$ cat src/rtl/imem_boot_loader_pkg.sv
// Shared types and constants for the instruction-memory boot loader.
// Holds the FSM state encoding, the word geometry and the frame count width.
package boot_loader_pkg;

    typedef enum logic [2:0] {
        CNT_LO = 3'd0,
        CNT_HI = 3'd1,
        DATA   = 3'd2,
        WRITE  = 3'd3,
        CSUM   = 3'd4,
        DONE   = 3'd5,
        ERR    = 3'd6
    } state_t;

    localparam int BYTES_PER_WORD = 4;
    localparam int CNT_W          = 16;

endpackage

$ cat src/rtl/imem_boot_loader_timeout.sv
// Inter-byte idle counter; flags expiry once TIMEOUT idle cycles have elapsed.
// A TIMEOUT of 0 disables expiry entirely.
module loader_timeout #(
    parameter int TIMEOUT = 65535
) (
    input  logic clk,
    input  logic reset,
    input  logic i_clr,
    input  logic i_en,
    output logic o_expired
);

    localparam int CW = (TIMEOUT > 0) ? $clog2(TIMEOUT + 1) : 1;

    logic [CW-1:0] r_cnt;

    // Count idle cycles, saturating at the expiry point.
    always_ff @(posedge clk or posedge reset) begin
        if (reset) begin
            r_cnt <= '0;
        end else if (i_clr) begin
            r_cnt <= '0;
        end else if (i_en && !o_expired) begin
            r_cnt <= r_cnt + CW'(1);
        end else begin
            r_cnt <= r_cnt;
        end
    end

    assign o_expired = (TIMEOUT != 0) && (r_cnt == CW'(TIMEOUT));

endmodule

$ cat src/rtl/imem_boot_loader.sv
// Byte-stream program loader: assembles little-endian words, writes them to
// instruction memory and releases the core PC only after a verified image.
module imem_boot_loader
    import boot_loader_pkg::*;
#(
    parameter int DEPTH_WORDS = 128,
    parameter int ADDR_W      = 9,
    parameter int TIMEOUT     = 65535
) (
    input  logic              clk,
    input  logic              reset,
    input  logic              restart,
    input  logic              rx_valid,
    input  logic [7:0]        rx_data,
    output logic              rx_ready,
    output logic              we0,
    output logic [ADDR_W-1:0] wr_addr0,
    output logic [31:0]       wr_din0,
    output logic              resetpc,
    output logic              busy,
    output logic              done,
    output logic              err
);

    state_t           r_state;
    logic [CNT_W-1:0] r_count;
    logic [CNT_W-1:0] r_index;
    logic [7:0]       r_xor;
    logic [1:0]       r_lane;
    logic [31:0]      r_word;

    logic             w_hs;
    logic             w_cnt_state;
    logic             w_tmo_clr;
    logic             w_expired;
    logic [CNT_W-1:0] w_n;
    logic [31:0]      w_word_nxt;
    logic [CNT_W+1:0] w_byte_addr;

    assign w_cnt_state = (r_state == CNT_HI) || (r_state == DATA) || (r_state == CSUM);
    assign rx_ready    = !reset && !restart && (w_cnt_state || (r_state == CNT_LO));
    assign w_hs        = rx_valid && rx_ready;
    // Leaving a counting state or entering one always passes through a handshake
    // or a non-counting state, so this also clears the counter on state entry.
    assign w_tmo_clr   = restart || w_hs || !w_cnt_state;
    assign w_n         = {rx_data, r_count[7:0]};
    assign w_word_nxt  = {rx_data, r_word[31:8]};
    assign w_byte_addr = {r_index, 2'b00};

    loader_timeout #(
        .TIMEOUT (TIMEOUT)
    ) u_timeout (
        .clk       (clk),
        .reset     (reset),
        .i_clr     (w_tmo_clr),
        .i_en      (w_cnt_state),
        .o_expired (w_expired)
    );

    // Frame sequencer with registered write port and status outputs.
    always_ff @(posedge clk or posedge reset) begin
        if (reset) begin
            r_state  <= CNT_LO;
            r_count  <= '0;
            r_index  <= '0;
            r_xor    <= 8'h00;
            r_lane   <= 2'd0;
            r_word   <= 32'h0000_0000;
            we0      <= 1'b0;
            wr_addr0 <= '0;
            wr_din0  <= 32'h0000_0000;
            resetpc  <= 1'b0;
            busy     <= 1'b0;
            done     <= 1'b0;
            err      <= 1'b0;
        end else if (restart) begin
            r_state <= CNT_LO;
            r_index <= '0;
            r_xor   <= 8'h00;
            r_lane  <= 2'd0;
            we0     <= 1'b0;
            resetpc <= 1'b0;
            busy    <= 1'b0;
            done    <= 1'b0;
            err     <= 1'b0;
        end else if (w_expired) begin
            r_state <= ERR;
            we0     <= 1'b0;
            busy    <= 1'b0;
            err     <= 1'b1;
        end else begin
            we0 <= 1'b0;
            case (r_state)
                CNT_LO: begin
                    if (w_hs) begin
                        r_count <= {8'h00, rx_data};
                        r_state <= CNT_HI;
                        busy    <= 1'b1;
                    end
                end
                CNT_HI: begin
                    if (w_hs) begin
                        r_count <= w_n;
                        if ((w_n == '0) || (w_n > CNT_W'(DEPTH_WORDS))) begin
                            r_state <= ERR;
                            busy    <= 1'b0;
                            err     <= 1'b1;
                        end else begin
                            r_index <= '0;
                            r_xor   <= 8'h00;
                            r_lane  <= 2'd0;
                            r_state <= DATA;
                        end
                    end
                end
                DATA: begin
                    if (w_hs) begin
                        r_word <= w_word_nxt;
                        r_xor  <= r_xor ^ rx_data;
                        r_lane <= r_lane + 2'd1;
                        if (r_lane == 2'(BYTES_PER_WORD - 1)) begin
                            we0      <= 1'b1;
                            wr_addr0 <= ADDR_W'(w_byte_addr);
                            wr_din0  <= w_word_nxt;
                            r_state  <= WRITE;
                        end
                    end
                end
                WRITE: begin
                    r_index <= r_index + CNT_W'(1);
                    if ((r_index + CNT_W'(1)) == r_count) begin
                        r_state <= CSUM;
                    end else begin
                        r_state <= DATA;
                    end
                end
                CSUM: begin
                    if (w_hs) begin
                        busy <= 1'b0;
                        if (rx_data == r_xor) begin
                            r_state <= DONE;
                            resetpc <= 1'b1;
                            done    <= 1'b1;
                        end else begin
                            r_state <= ERR;
                            err     <= 1'b1;
                        end
                    end
                end
                DONE: r_state <= DONE;
                ERR:  r_state <= ERR;
                default: begin
                    r_state <= ERR;
                    busy    <= 1'b0;
                    err     <= 1'b1;
                end
            endcase
        end
    end

endmodule

$ cat config.mk
export PLATFORM = sky130hd
export DESIGN_NAME = imem_boot_loader
export DESIGN_NICKNAME = d
export VERILOG_FILES = /design/src/rtl/imem_boot_loader_pkg.sv /design/src/rtl/imem_boot_loader_timeout.sv /design/src/rtl/imem_boot_loader.sv
export SDC_FILE = /design/constraint.sdc
export NUM_CORES = 1
export LEC_CHECK = 0
export BUFFER_PORTS_ARGS = -buffer_cell sky130_fd_sc_hd__clkbuf_2
export CORE_ASPECT_RATIO = 0.6
export CORE_MARGIN = 2
export CORE_UTILIZATION = 64
export DETAILED_ROUTE_END_ITERATION = 6
export GPL_TIMING_DRIVEN = 0
export HOLD_SLACK_MARGIN = 0.03
export PLACE_DENSITY = 0.95
export SYNTH_ARGS = -nofsm -noshare
export SYNTH_HDL_FRONTEND = slang
export SYNTH_HIERARCHICAL = 1
export SYNTH_SLANG_ARGS = --single-unit
$ cat constraint.sdc
create_clock -name clk -period 8.3 [get_ports clk]
set_input_delay 0.83 -clock clk [delete_from_list [all_inputs] [get_ports clk]]
set_output_delay 0.83 -clock clk [all_outputs]
set_load 0.02 [all_outputs]
==> results of run 1 <==
## per-stage QoR
step	power, mW	util [%]
floorplan	0.7378	-
global placement	0.7623	69.48
detailed placement	0.7702	69.78
CTS	1.537	75.93
global route	1.582	75.93
finish	1.544	75.93
## report_power, final
group / internal (mW) / switching [mW] / total [mW]
Clock: 0.453 / 0.321 / 0.774
Combinational: 0.0377 / 0.0687 / 0.106
Sequential: 0.642 / 0.0221 / 0.664
## flip-flops by register name, indices dropped and copies added, names as in the netlist
name and count:
u_timeout/r_cnt 16, wr_din0 32, r_word 24, busy 1, r_index 16, done 1
r_xor 8, r_lane 2, we0 1, r_state 3, wr_addr0 7, r_count 16
err 1
## final cells by class
cell class	instances	area share (%)
Buffer	33	2.284
Tap cell	135	2.284
Timing Repair Buffer	54	3.959
Clock buffer	17	5.753
Clock inverter	15	2.335
Sequential cell	128	43.32
Inverter	17	0.9137
Multi-Input combinational cell	461	39.15
## cells by family after synthesis
family | Yosys count | synth area share (%)
muxes | 54 | 9.589
xor gates and xnor gates | 24 | 3.321
other | 1 | 0.05926
DFF | 128 | 50.61
buffers and inverters | 50 | 3.697
and+or+nand+nor | 267 | 21.61
AOI/OAI and AO/OA | 111 | 10.52
adders and majority gates | 3 | 0.5932
## metal layers
| layer | wire, um | track usage, % | part of all wire [%] |
|---|---|---|---|
| met4 | 619 | 16.24 | 3.5 |
| met5 | 19 | 0 | 0.11 |
| met2 | 7979 | 53.99 | 45 |
| met1 | 6890 | 44.09 | 39 |
| met3 | 2050 | 11.11 | 12 |
## critical path: stages, from the launching register on
cell	delay (ns)
dfrtp_1	0.42
ha_1	0.27
nand4_1	0.19
nor4_4	0.24
buf_4	0.22
clkbuf_1	0.33
nor2_1	0.19
nand3_1	0.16
nor2_2	0.10
nand2_1	0.29
buf_2	0.35
mux2_2	0.39
## worst min path at each step
stage | endpoint | slack (ns) | cells past startpoint
after CTS | r_word[14] | 0.50 | 2
after detailed placement | r_word[11] | 0.47 | 2
final | r_word[14] | 0.49 | 2
after floorplan | r_word[10] | 0.44 | 2
after global placement | r_word[8] | 0.46 | 2
after global routing | r_word[14] | 0.50 | 2
## layout by cell type (no fill, tap or decap), types with 3 or more instances in the layout
| cell | n |
|---|---|
| dfrtp_1 | 128 |
| nand2_1 | 121 |
| o21ai_0 | 55 |
| clkbuf_2 | 53 |
| mux2_2 | 52 |
| nor2_1 | 42 |
| a21oi_1 | 18 |
| nand3_1 | 17 |
| clkbuf_16 | 17 |
| inv_1 | 15 |
| clkbuf_1 | 14 |
| xnor2_1 | 14 |
| nand4_1 | 12 |
| buf_2 | 11 |
| nor3_1 | 11 |
| nand2b_1 | 10 |
| xor2_1 | 10 |
| o31ai_1 | 9 |
| nor2b_1 | 8 |
| buf_4 | 7 |
| nor4_1 | 7 |
| nor3_2 | 5 |
| inv_6 | 5 |
| and3_1 | 4 |
| o22ai_1 | 4 |
| clkinv_2 | 3 |
| or4_1 | 3 |
| o41ai_1 | 3 |
| or3_1 | 3 |
| nor4b_1 | 3 |
| ha_1 | 3 |
| inv_8 | 3 |
==> results.tsv, run 1 <==
metric	value	unit
post-route design area	7395	um2
# hold bufs at CTS	0	
input/output buffers	53	
post-synth top area share	50.61	%
root buffer cell	clkbuf_16	
min Tclk post-route	3.265	ns
Total Routed Length	17560	um
Post-Place Cells	828	
RD Place Congestion	0.9551	
Fmax	0.3063	GHz
final hold violations	0	
R2R Setup Slk	5.04	ns
final setup fails	0	
Post-synth EDFFs	0	
IO Count	59	
Final ANT Viol Nets	0	
P_leak	3.553	nW
initial drt markers	718	
register area share after synthesis	50.61	%
Critical Path AT	3.57	ns
Skew-Pair Late Insertion Delay	0.42	ns
worst hold slack	0.4934	ns
die area	10730	um2
unrepaired setup endpoints after global routing	false	
DR pass1 iterations	7	
critical path type	register to register	
min setup slack post-route	5.035	ns
Max-Cap Viols	0	
Remaining Overflow, GRT	0	
placed cell areas	6797	um2
DP HPWL	10880	um
asr flop ratio synth	100.0	%
first-pass GRT wire length	28370	um
layout cells sized above 1	24.69	%
clock buffer depth	2	
initial core utilization	64.98	%
maximum number of pins on one net before global-route repair	58	
Area contributors post-synth	dfrtp_1 51%, mux2_2 9.3%, nand2_1 7.2%, o21ai_0 4.3%, nor2_1 2.5%	
via count	5650	
GRT Util Overall	34.36	%
Synth Register Bits	128	
most common cell in the netlist	dfrtp_1	
clk_skew	0.01160	ns
min-delay src	r_word[14]	
Critical path origin	u_timeout/r_cnt[0]	
htree depth	4	
CTS sink cnt	128	
DRC errors left	2	
CTS tree	built	
Worst EP required	8.61	ns
failing checks	DRC	
Main synth FF type	dfrtp_1	
clk slew on worst S/H paths	0.06	ns
post-CTS sizing	0	
pre-CTS setup slack	5.228	ns
Area Overhead vs Synth	16.84	%
area of the multi-input gates	2895	um2
worst slew pin tran	1.107	ns
n_diodes	0	
syn avg cell area	9.919	um2
Num CTS Buffers	17	
Slew headroom	24.26	%
Max Slew Vio Count	0	
library cells used by synthesis	64	
PwrDens	208.8	nW/um2
status	finished, violations left	
CP Capture Type	register	
Crit Path Max Fanout	10	
antenna violations before repair	1	
layout net count	727	
fin crit share	39.33	%
cell taking the most area after synthesis	dfrtp_1	
synthesized area	6329	um2
Row Count	28	
setup TNS	0	ns
Wirelength per Cell	20.42	um
r2r startpoint	u_timeout/r_cnt[0]	
critical path launch point type	register	
synth cell count leaders	128 x dfrtp_1, 121 x nand2_1, 55 x o21ai_0	
Post-Syn Instances	638	
vias in the first global route	5584	
Die Height	81.03	um
Core Region	9739	um2
Peak VDD IR	0.1860	mV
fill count	607	
Non-Filler Instances	860	
crit path to	wr_din0[17]	
Die W	132.4	um
routed vias/inst	6.570	
Post CTS Setup Buffer Count	0	
Hold Path Class	register to register	
Reg area	3203	um2
Worst R2R End	wr_din0[17]	
YS warnings	6	
Register-to-Register Path Depth	11	
No activity file was read; power rests on OpenSTA's default activity.
==> inputs of run 2 (changes only) <==
Settings changed: ABC_AREA from default to 1, CORE_UTILIZATION 64 to 54, PLACE_DENSITY 0.95 to 0.88.
Clock period 8.3 ns to 2.9 ns, I/O delays scaled along.
==> run 2 against run 1 <==
  * Worst hold slack lost 0.36 ns
  * The run now ends clean
  * Design area up 11%
  * Synthesized area is 9.4% higher
  * Routed wire length grew 9.7%
  * Register-to-register slack worse by 4.7 ns
  * Highest routed layer is now met4
  * Global-route usage is 4.7 points lower
  * Largest power group is now registers
==> results.tsv, run 2 <==
metric	value	unit	change
Wirelength per Cell	16.56	um	-19%
CTS sink cnt	128		unchanged
commonest non-fill, non-tap cell in the layout	nand2_1		
Critical Path Max Stage Delay	0.40	ns	-0.02 ns
antenna violations before repair	0		-1
layout net count	1001		+38%
Die W	150.1	um	+13%
Critical Path AT	2.86	ns	-0.71 ns
Comb pwr share	31.2	%	+24 points
pre-CTS setup slack	0.4479	ns	-4.780 ns
n_diodes	0		unchanged
Slew headroom	45.68	%	+21 points
vias in the first global route	6113		+9.5%
fill count	938		+55%
post-synth top area share	46.28	%	-4.3 points
CP Capture Type	register		
asr flop ratio synth	100.0	%	unchanged
placed cell areas	7621	um2	+12%
final setup fails	0		unchanged
switching fraction of total power	39.35	%	+13 points
Post-synth EDFFs	0		unchanged
GRT Util Overall	29.62	%	-4.7 points
Register-to-Register Path Depth	13		+2
max reg flops	32		unchanged
fin crit share	87.25	%	+48 points
Seq pwr share	36.1	%	-6.9 points
area of the multi-input gates	3186	um2	+10%
Max-Cap Viols	0		unchanged
Non-Filler Instances	1164		+35%
CP dominant cell by count	nand2_1		
Core Region	12300	um2	+26%
cell taking the most area after synthesis	dfrtp_1		
via count	6666		+18%
Post-Place Cells	1130		+36%
critical path launch point type	register		
Skew-Pair Late Insertion Delay	0.43	ns	about the same
Worst EP required	3.23	ns	-5.38 ns
synthesized area	6920	um2	+9.4%
status	completed		
Clock power frac	32.7	%	-17 points
most common cell in the netlist	nand2_1		
Peak VDD IR	0.5319	mV	+190%
most frequent cells in the layout	260 x nand2_1, 128 x dfrtp_1, 107 x inv_1		
biggest regs	wr_din0 (32), r_word (24)		
Reg area	3203	um2	unchanged
min setup slack post-route	0.3697	ns	-4.666 ns
Sw Pwr	2.607	mW	+530%
Int Pwr	4.018	mW	+250%
crit path to	wr_din0[6]		
initial core utilization	56.28	%	-8.7 points
unrepaired setup endpoints after global routing	false		
Post-Syn Instances	906		+42%
Row Count	31		+11%
clk_skew	0.009705	ns	-0.001892 ns
input/output buffers	56		+5.7%
Critical path origin	u_timeout/r_cnt[0]		
routed vias/inst	5.727		-13%
initial drt markers	775		+7.9%
Fmax	0.3952	GHz	+29%
Tot Pwr	6.624	mW	+330%
Final ANT Viol Nets	0		unchanged
layout cells sized above 1	18.82	%	-5.9 points
critical path type	register to register		
YS warnings	6		unchanged
clk slew on worst S/H paths	0.07	ns	about the same
maximum number of pins on one net before global-route repair	44		-24%
DRC errors left	0		-2
first-pass GRT wire length	31640	um	+12%
Num CTS Buffers	17		unchanged
DP HPWL	13570	um	+25%
min Tclk post-route	2.530	ns	-0.7342 ns
RD Place Congestion	0.9926		+3.9%
post-route design area	8234	um2	+11%
Max Slew Vio Count	0		unchanged
Crit Path Max Fanout	10		unchanged
Hold Path Class	primary input to register		
DR pass1 iterations	6		-1
root buffer cell	clkbuf_16		
Die Height	91.69	um	+13%
Area contributors post-synth	dfrtp_1 46%, nand2_1 15%, inv_1 5.9%, nand3_1 5.8%, o21ai_0 5.6%		
die area	13770	um2	+28%
clock buffer depth	2		unchanged
register area share after synthesis	46.28	%	-4.3 points
IO Count	59		unchanged
Worst R2R End	wr_din0[6]		
CTS tree	built		
Total Routed Length	19270	um	+9.7%
post-CTS sizing	0		unchanged
r2r startpoint	u_timeout/r_cnt[0]		
final hold violations	0		unchanged
Main synth FF type	dfrtp_1		
R2R Setup Slk	0.37	ns	-4.67 ns
critical path, cell by cell	ha_1 > nand2_1 > nor2_2 > nand4_1 > inv_1 > inv_1 > nand2_1 > nor2_4 > nand2_4 > buf_6 > buf_6 > nand2_1 > o21ai_1		
syn avg cell area	7.638	um2	-23%
CP max-delay cell	dfrtp_1		
htree depth	4		unchanged
Remaining Overflow, GRT	0		unchanged
Synth Register Bits	128		unchanged
synth cell count leaders	272 x nand2_1, 128 x dfrtp_1, 109 x inv_1		
P_leak	4.091	nW	+15%
Biggest register	wr_din0		
library cells used by synthesis	38		-41%
worst slew pin tran	0.8131	ns	-0.2944 ns
PwrDens	804.5	nW/um2	+290%
Area Overhead vs Synth	18.98	%	
-- run 2: cell types whose count changed after synthesis, moves of 9 or more --
cell and change:
o21ai_0 +23, nand2_2 +13, o21ai_1 +9, mux2_2 -52, nand2b_1 -10, nand3_1 +63, nand2_1 +151, o21ai_2 +14
inv_1 +93, nor2_1 +29
-- run 2: cell type report --
cell class	instances	area share, %
Buffer	26	3.237
Inverter	114	5.334
Clock buffer	17	5.166
Tap cell	165	2.507
Timing Repair Buffer	60	4.103
Clock inverter	15	2.067
Sequential cell	128	38.90
Multi-Input combinational cell	639	38.69
-- run 2: critical path, delay by kind of cell, from the launching register on --
kind                     cells  cell delay [ns]
flip-flops                   1             0.40
AND/OR/NAND/NOR              7             0.99
adder cells (fa/ha/maj)      1             0.26
AO/OA/AOI/OAI                1             0.11
buffers and inverters        4             0.69
-- run 2: kinds of logic after synthesis --
kind of cell | Yosys count | share of synthesized area [%]
xor+xnor | 15 | 2.097
fa+ha+maj | 3 | 0.5425
other cells | 1 | 0.05419
buf+inv | 140 | 8.498
compound gates | 131 | 10.54
simple gates | 488 | 31.98
flops | 128 | 46.28
-- run 2: how the worst min path moves through the flow --
stage | end | cells past startpoint | start | slack, ns
final | r_word[26] | 3 | rx_data[2] | 0.13
after global routing | r_word[26] | 3 | rx_data[2] | 0.14
after CTS | r_word[26] | 3 | rx_data[2] | 0.14
after detailed placement | u_timeout/r_cnt[14] | 2 | reset | 0.46
after global placement | u_timeout/r_cnt[14] | 2 | reset | 0.45
after floorplan | u_timeout/r_cnt[0] | 1 | reset | 0.20
-- run 2: per-stage QoR --
step	setup TNS, ns	hold slack (ns)	utilization [%]
after global placement	-140.71	0.4509	61.66
after floorplan	-12.26	0.2037	-
after detailed placement	0	0.4563	61.98
after CTS	0	0.1350	66.91
after global routing	0	0.1437	66.97
final	0	0.1346	66.97
-- run 2: per-layer routing --
layer	vias up	global-route usage, %	wire [um]
met4	0	7.626	384
li1	3073	-	-
met3	47	10.10	2536
met2	425	39.54	7863
met5	-	0	0
met1	3121	45.57	8486
-- run 2: power groups by stage --
stage	registers, mW	clock network (mW)	logic (mW)
5_1_grt	2.42	2.25	2.27
2_1_floorplan	2.32	0	1.54
4_1_cts	2.37	2.17	2.02
3_3_place_gp	2.38	0	1.91
3_5_place_dp	2.40	0	1.97
6_report	2.39	2.17	2.07
-- run 2: what timing repair did --
action / in CTS / in global routing
endpoints found under the hold margin: 16 / 0
setup buffers: 0 / 1
hold buffers: 1 / 0
endpoints found under the setup margin: 0 / 6
